## src/rtl/fetch_stage_pkg.sv

```systemverilog
// Shared WISC-F24 fetch definitions: opcode constants, fetch FSM encodings,
// IF/ID payload type and the PC increment helper.
package fetch_stage_pkg;

    localparam int unsigned XLEN    = 16;
    localparam int unsigned OPC_W   = 5;
    localparam int unsigned STATE_W = 2;

    // Opcode constants also consumed by decode and the ALU-op decoder
    localparam logic [OPC_W-1:0] OPC_HALT  = 5'b00000;
    localparam logic [XLEN-1:0]  INSTR_NOP = 16'h0800;

    // Fetch FSM state encodings
    typedef enum logic [STATE_W-1:0] {
        ST_FETCH  = 2'b00,
        ST_HOLD   = 2'b01,
        ST_DRAIN  = 2'b10,
        ST_HALTED = 2'b11
    } fetch_state_t;

    // One fetched word together with its link / branch-base value
    typedef struct packed {
        logic [XLEN-1:0] instr;
        logic [XLEN-1:0] pc_plus2;
    } fetch_word_t;

    // 16-bit modulo increment; 0xFFFE wraps to 0x0000 silently
    function automatic logic [XLEN-1:0] pc_inc(input logic [XLEN-1:0] pc);
        return XLEN'(pc + XLEN'(2));
    endfunction

endpackage

```

## src/rtl/fetch_stage_if_id_latch.sv

```systemverilog
// IF/ID pipeline register with stall (hold) and flush (bubble) control.
// Ports:
//   clk, rst       clock, synchronous active-high reset
//   flush          insert bubble regardless of stall (redirect)
//   stall          hold all fields
//   load, word     deliver a real instruction when not stalled
//   instr          instruction to decode
//   pc_plus2       PC+2 of that instruction
//   valid          1 = real instruction, 0 = bubble
module fetch_stage_if_id_latch
    import fetch_stage_pkg::*;
#(
    parameter logic [XLEN-1:0] NOP_INSTR = INSTR_NOP
) (
    input  logic             clk,
    input  logic             rst,
    input  logic             flush,
    input  logic             stall,
    input  logic             load,
    input  fetch_word_t      word,
    output logic [XLEN-1:0]  instr,
    output logic [XLEN-1:0]  pc_plus2,
    output logic             valid
);

    // Flush beats stall; without a word, an unstalled latch fills with a bubble
    always_ff @(posedge clk) begin
        if (rst) begin
            instr    <= NOP_INSTR;
            pc_plus2 <= '0;
            valid    <= 1'b0;
        end else if (flush) begin
            instr    <= NOP_INSTR;
            valid    <= 1'b0;
        end else if (!stall) begin
            if (load) begin
                instr    <= word.instr;
                pc_plus2 <= word.pc_plus2;
                valid    <= 1'b1;
            end else begin
                instr    <= NOP_INSTR;
                valid    <= 1'b0;
            end
        end
    end

endmodule

```

## src/rtl/fetch_stage.sv

```systemverilog
// Instruction fetch stage for the WISC-F24 pipeline: PC, skid buffer and
// fetch FSM driving a variable-latency instruction memory, feeding IF/ID.
// Ports:
//   clk, rst          clock, synchronous active-high reset
//   imem_addr/rd      read address and request (held while a read is outstanding)
//   imem_data/done    read data and completion strobe
//   redirect_en/pc    taken branch/jump from execute
//   id_stall          hazard unit hold of IF/ID
//   if_id_*           instruction, PC+2 and valid delivered to decode
//   halted            HALT captured, fetching stopped
module fetch_stage
    import fetch_stage_pkg::*;
#(
    parameter logic [XLEN-1:0]  RESET_PC  = 16'h0000,
    parameter logic [XLEN-1:0]  NOP_INSTR = INSTR_NOP,
    parameter logic [OPC_W-1:0] HALT_OPC  = OPC_HALT
) (
    input  logic             clk,
    input  logic             rst,
    output logic [XLEN-1:0]  imem_addr,
    output logic             imem_rd,
    input  logic [XLEN-1:0]  imem_data,
    input  logic             imem_done,
    input  logic             redirect_en,
    input  logic [XLEN-1:0]  redirect_pc,
    input  logic             id_stall,
    output logic [XLEN-1:0]  if_id_instr,
    output logic [XLEN-1:0]  if_id_pc_plus2,
    output logic             if_id_valid,
    output logic             halted
);

    fetch_state_t    state, state_next;
    logic [XLEN-1:0] pc, pc_next;
    logic [XLEN-1:0] addr_next;
    fetch_word_t     skid, skid_next;
    logic            halted_next;

    logic            capture;
    logic            load;
    fetch_word_t     cap_word;
    fetch_word_t     load_word;

    assign cap_word.instr    = imem_data;
    assign cap_word.pc_plus2 = pc_inc(pc);

    // Request derives from registered state; reset must mask it immediately
    assign imem_rd = !rst && ((state == ST_FETCH) || (state == ST_DRAIN));

    // Next-state, PC, address and skid computation
    always_comb begin
        state_next  = state;
        pc_next     = pc;
        skid_next   = skid;
        capture     = 1'b0;
        load        = 1'b0;
        load_word   = cap_word;

        if (redirect_en) begin
            pc_next   = redirect_pc;
            skid_next = '0;
            unique case (state)
                ST_FETCH:  state_next = imem_done ? ST_FETCH : ST_DRAIN;
                ST_DRAIN:  state_next = ST_DRAIN;
                default:   state_next = ST_FETCH;
            endcase
        end else begin
            unique case (state)
                ST_FETCH: begin
                    if (imem_done) begin
                        capture = 1'b1;
                        pc_next = pc_inc(pc);
                        if (id_stall) begin
                            skid_next  = cap_word;
                            state_next = ST_HOLD;
                        end else begin
                            load       = 1'b1;
                            state_next = (imem_data[15:11] == HALT_OPC) ? ST_HALTED : ST_FETCH;
                        end
                    end
                end
                ST_HOLD: begin
                    if (!id_stall) begin
                        load       = 1'b1;
                        load_word  = skid;
                        state_next = (skid.instr[15:11] == HALT_OPC) ? ST_HALTED : ST_FETCH;
                    end
                end
                ST_DRAIN: begin
                    if (imem_done) begin
                        state_next = ST_FETCH;
                    end
                end
                default: begin
                    state_next = ST_HALTED;
                end
            endcase
        end

        // A read still in flight keeps its address until it completes
        addr_next   = (state_next == ST_DRAIN) ? imem_addr : pc_next;
        halted_next = (state_next == ST_HALTED);
    end

    // State, PC, address, skid and halt registers
    always_ff @(posedge clk) begin
        if (rst) begin
            state     <= ST_FETCH;
            pc        <= RESET_PC;
            imem_addr <= RESET_PC;
            skid      <= '0;
            halted    <= 1'b0;
        end else begin
            state     <= state_next;
            pc        <= pc_next;
            imem_addr <= addr_next;
            skid      <= skid_next;
            halted    <= halted_next;
        end
    end

    fetch_stage_if_id_latch #(
        .NOP_INSTR (NOP_INSTR)
    ) u_if_id (
        .clk      (clk),
        .rst      (rst),
        .flush    (redirect_en),
        .stall    (id_stall),
        .load     (load),
        .word     (load_word),
        .instr    (if_id_instr),
        .pc_plus2 (if_id_pc_plus2),
        .valid    (if_id_valid)
    );

endmodule

```

## config.mk

```make
export PLATFORM = sky130hd
export DESIGN_NAME = fetch_stage
export DESIGN_NICKNAME = d
export VERILOG_FILES = /design/src/rtl/fetch_stage_pkg.sv /design/src/rtl/fetch_stage_if_id_latch.sv /design/src/rtl/fetch_stage.sv
export SDC_FILE = /design/constraint.sdc
export NUM_CORES = 1
export LEC_CHECK = 0
export ABC_CLOCK_PERIOD_IN_PS = 3400
export BUFFER_PORTS_ARGS = -buffer_cell sky130_fd_sc_hd__buf_2
export CORE_MARGIN = 2
export CORE_UTILIZATION = 40
export CTS_CLUSTER_DIAMETER = 60
export DETAILED_ROUTE_END_ITERATION = 12
export PLACE_DENSITY_LB_ADDON = 0.3
export SYNTH_ARGS = -nofsm -noshare
export SYNTH_HDL_FRONTEND = slang
export SYNTH_SLANG_ARGS = --single-unit
```

## constraint.sdc

```tcl
create_clock -name clk -period 3.4 [get_ports clk]
set_clock_uncertainty 0.05 [all_clocks]
set_input_delay 0.68 -clock clk [delete_from_list [all_inputs] [get_ports clk]]
set_output_delay 0.68 -clock clk [all_outputs]
set_load 0.03 [all_outputs]
```

==> impl_metrics.yaml <==
setup_path:
  worstPathArrival_ns: 3.01
  path_buf_inv: 1
  criticalPathCategory: "in2reg"
  cp-end-kind: "flip-flop"
  crit_required_ns: 3.62
  crit_fanout: 13
  r2r_cells: 5
  crit_family: "simple AND/OR/NAND/NOR gates"
  slowest_stage: "nor2_1"
  r2r-start: "state[0]$_SDFF_PP0_"
  cp.depth: 6
  regToRegSetupSlack_ns: 0.68
  r2r_end: "imem_addr[10]$_SDFFE_PP0P_"
  crit_path_max_incr_delay_ns: 0.89
  cp_cell_sequence: "buf_2 > nor4_1 > and4_1 > o22ai_1 > nor2_1 > mux2_2"
  cp-start-kind: "input port"
logic_synthesis:
  synth_area_leaders: "dfxtp_1 45%, nand2_1 8.2%, a21oi_1 7.9%"
  synth.top_cell.area_share: 0.454
  syn-cell-area_um2: 4410
  ys_async_sr_fraction: 0
  synth_warnings: 0
  synth_commonest_cells: "100 x dfxtp_1, 97 x nand2_1, 70 x a21oi_1"
  synthFlopType: "dfxtp_1"
  synth_fp_nets: 581
  syn_area_per_cell_um2: 8.13
  netlist-cell-type-count: 47
  synth_cells: 543
  yosysMostFrequentCell: "dfxtp_1"
  synth_top_area_cell: "dfxtp_1"
  synth-seq-area-share: 0.454
  synth_edf_count: 0
  ys_ff_latch: 100
die:
  die_area_um2: 11900
  row_count: 38
  start_util: 0.409
  dieWidth_um: 109
  core-area_um2: 10800
  io_pins: 88
  die_y_um: 109
place:
  dp.cells: 741
  place.gp.congestion: 0.878
  port_buffers: 87
  dpl_cell_area_um2: 4940
  dpl_worst_slack_ns: 0.231
  hpwl_um: 7680
sta:
  setup_ws_ns: 0.607
  fin_crit_ns: 2.79
  hold_ws_ns: 0.403
  fin_crit_sh: 0.821
  worst_slew_pin_slew_ns: 1.13
  hold_viol_final: 0
  fin_setup_tns_ns: 0
  drv_slew: 0
  fmax_mhz: 358
  setup_violations: 0
  max_slew_margin: 0.241
  rsz0062_at_grt: "no"
finish:
  stdcell_area_um2: 5140
  layoutNonFillerInstCount: 757
  utilization: 0.476
  diodes: 0
  area_delta_synth_final_pct: 16.5
  nets: 650
  drive_gt1_frac: 0.214
global_routing:
  track_usage: 0.191
  antenna_found_initial: 0
  grt_overflow: 0
  grt_pass1_wl_um: 17700
  grt_start_max_net_pins: 48
  grt_pass1_vias: 3646
power_and_ir_drop:
  p_per_area_nw_per_um2: 462
  swShare: 0.291
  p_int_mw: 1.69
  p_total_mw: 2.38
  p_clk_frac: 0.328
  seqPwrFrac: 0.532
  power_frac_comb: 0.140
  p_sw_mw: 0.692
  total_leakage_power_nw: 2.02
  ir_worst_vdd_uv: 228
clock_tree:
  ctsResizeCount: 0
  clk_latency_ns: 0.38
  cts_buffers: 9
  ctsHtreeMaxLevel: 3
  cts_root_buf: "clkbuf_8"
  post_cts_buffers: 0
  cts_hold_buf: 0
  clk_pin_slew_ns: 0.10
  cts_max_path_buffers: 2
  cts_tree: "yes"
  cts.sinks: 100
outcome:
  outcome: "completed"
hold_path:
  hp-start: "u_if_id.pc_plus2[7]$_SDFFE_PP0P_"
  holdPathEnd: "u_if_id.pc_plus2[7]$_SDFFE_PP0P_"
  hp-class: "reg2reg"
  worstHoldPathCells: 2
routing:
  first_pass_iters: 8
  route.antenna.remaining_nets: 0
  drc: 0
  drt-initial-drc-count: 210
  vias: 4028
  viasPerCell: 5.32
  post_drt_wl_per_cell_um: 14.6
  wirelength_um: 11000
run:
  maxCapViolCount: 0
-- routing by layer --
layer	global-route usage	part of all wire
met5	0	0
met2	0.290	0.44
met3	0.0484	0.064
met4	0.0650	0.016
met1	0.263	0.48
-- cell type report --
class	count	area (um2)
Fill cell	1048	5650
Tap cell	140	175
Timing Repair Buffer	98	518
Sequential cell	100	2000
Clock inverter	7	75.1
Clock buffer	9	124
Multi-Input combinational cell	398	2230
Inverter	5	18.8
-- state kept, by name, indices dropped and copies added (netlist names) --
signal	count
u_if_id.valid	1
imem_addr	16
u_if_id.pc_plus2	16
u_if_id.instr	16
halted	1
skid	32
state	2
pc	16
-- worst max path at each step --
stage          slack [ns]                         end     startpoint
2_1_floorplan        0.67                     imem_rd            rst
3_3_place_gp         0.33  imem_addr[10]$_SDFFE_PP0P_  imem_data[12]
3_5_place_dp         0.23  imem_addr[10]$_SDFFE_PP0P_  imem_data[12]
4_1_cts              0.63  imem_addr[10]$_SDFFE_PP0P_  imem_data[12]
5_1_grt              0.46  imem_addr[10]$_SDFFE_PP0P_  imem_data[12]
6_report             0.61  imem_addr[10]$_SDFFE_PP0P_  imem_data[12]
-- kinds of logic after synthesis --
logic type,share of synthesized area
flip-flops,0.454
adder cells (fa/ha/maj),0.00283
AO/OA/AOI/OAI,0.188
multiplexers,0.0377
XOR/XNOR,0.0397
buffers and inverters,0.0436
AND/OR/NAND/NOR,0.234
-- placed cells by master (no fill, tap or decap), types with 3 or more instances in the layout --
cell type  instances
nand4_1            6
inv_1              3
a21oi_1           70
o31ai_1            3
o21a_1             3
nor3_1             7
nor4_1             9
nor2_1            68
clkbuf_8           9
buf_4             11
or4_1              4
dfxtp_1          100
nand2_1           97
a211o_1           10
o21ai_0            7
nor2b_1           17
xnor2_1           13
a311oi_1           3
buf_2             87
mux2_2            10
mux2_1             3
xor2_1             7
a211oi_1          24
nand3_1            5
-- power by group through the flow --
stage	Clock (mW)	Combinational, mW	Sequential, mW
2_1_floorplan	0	0.187	1.33
3_3_place_gp	0	0.328	1.29
3_5_place_dp	0	0.335	1.29
4_1_cts	0.798	0.336	1.26
5_1_grt	0.851	0.367	1.27
6_report	0.780	0.334	1.26
-- worst register-to-register path, stage by stage (launching register included) --
cell,delay [ns]
dfxtp_1,0.50
nor4b_1,0.36
a221o_1,0.22
o22ai_1,0.17
nor2_1,0.89
mux2_2,0.43
(Power assumes the default switching activity.)
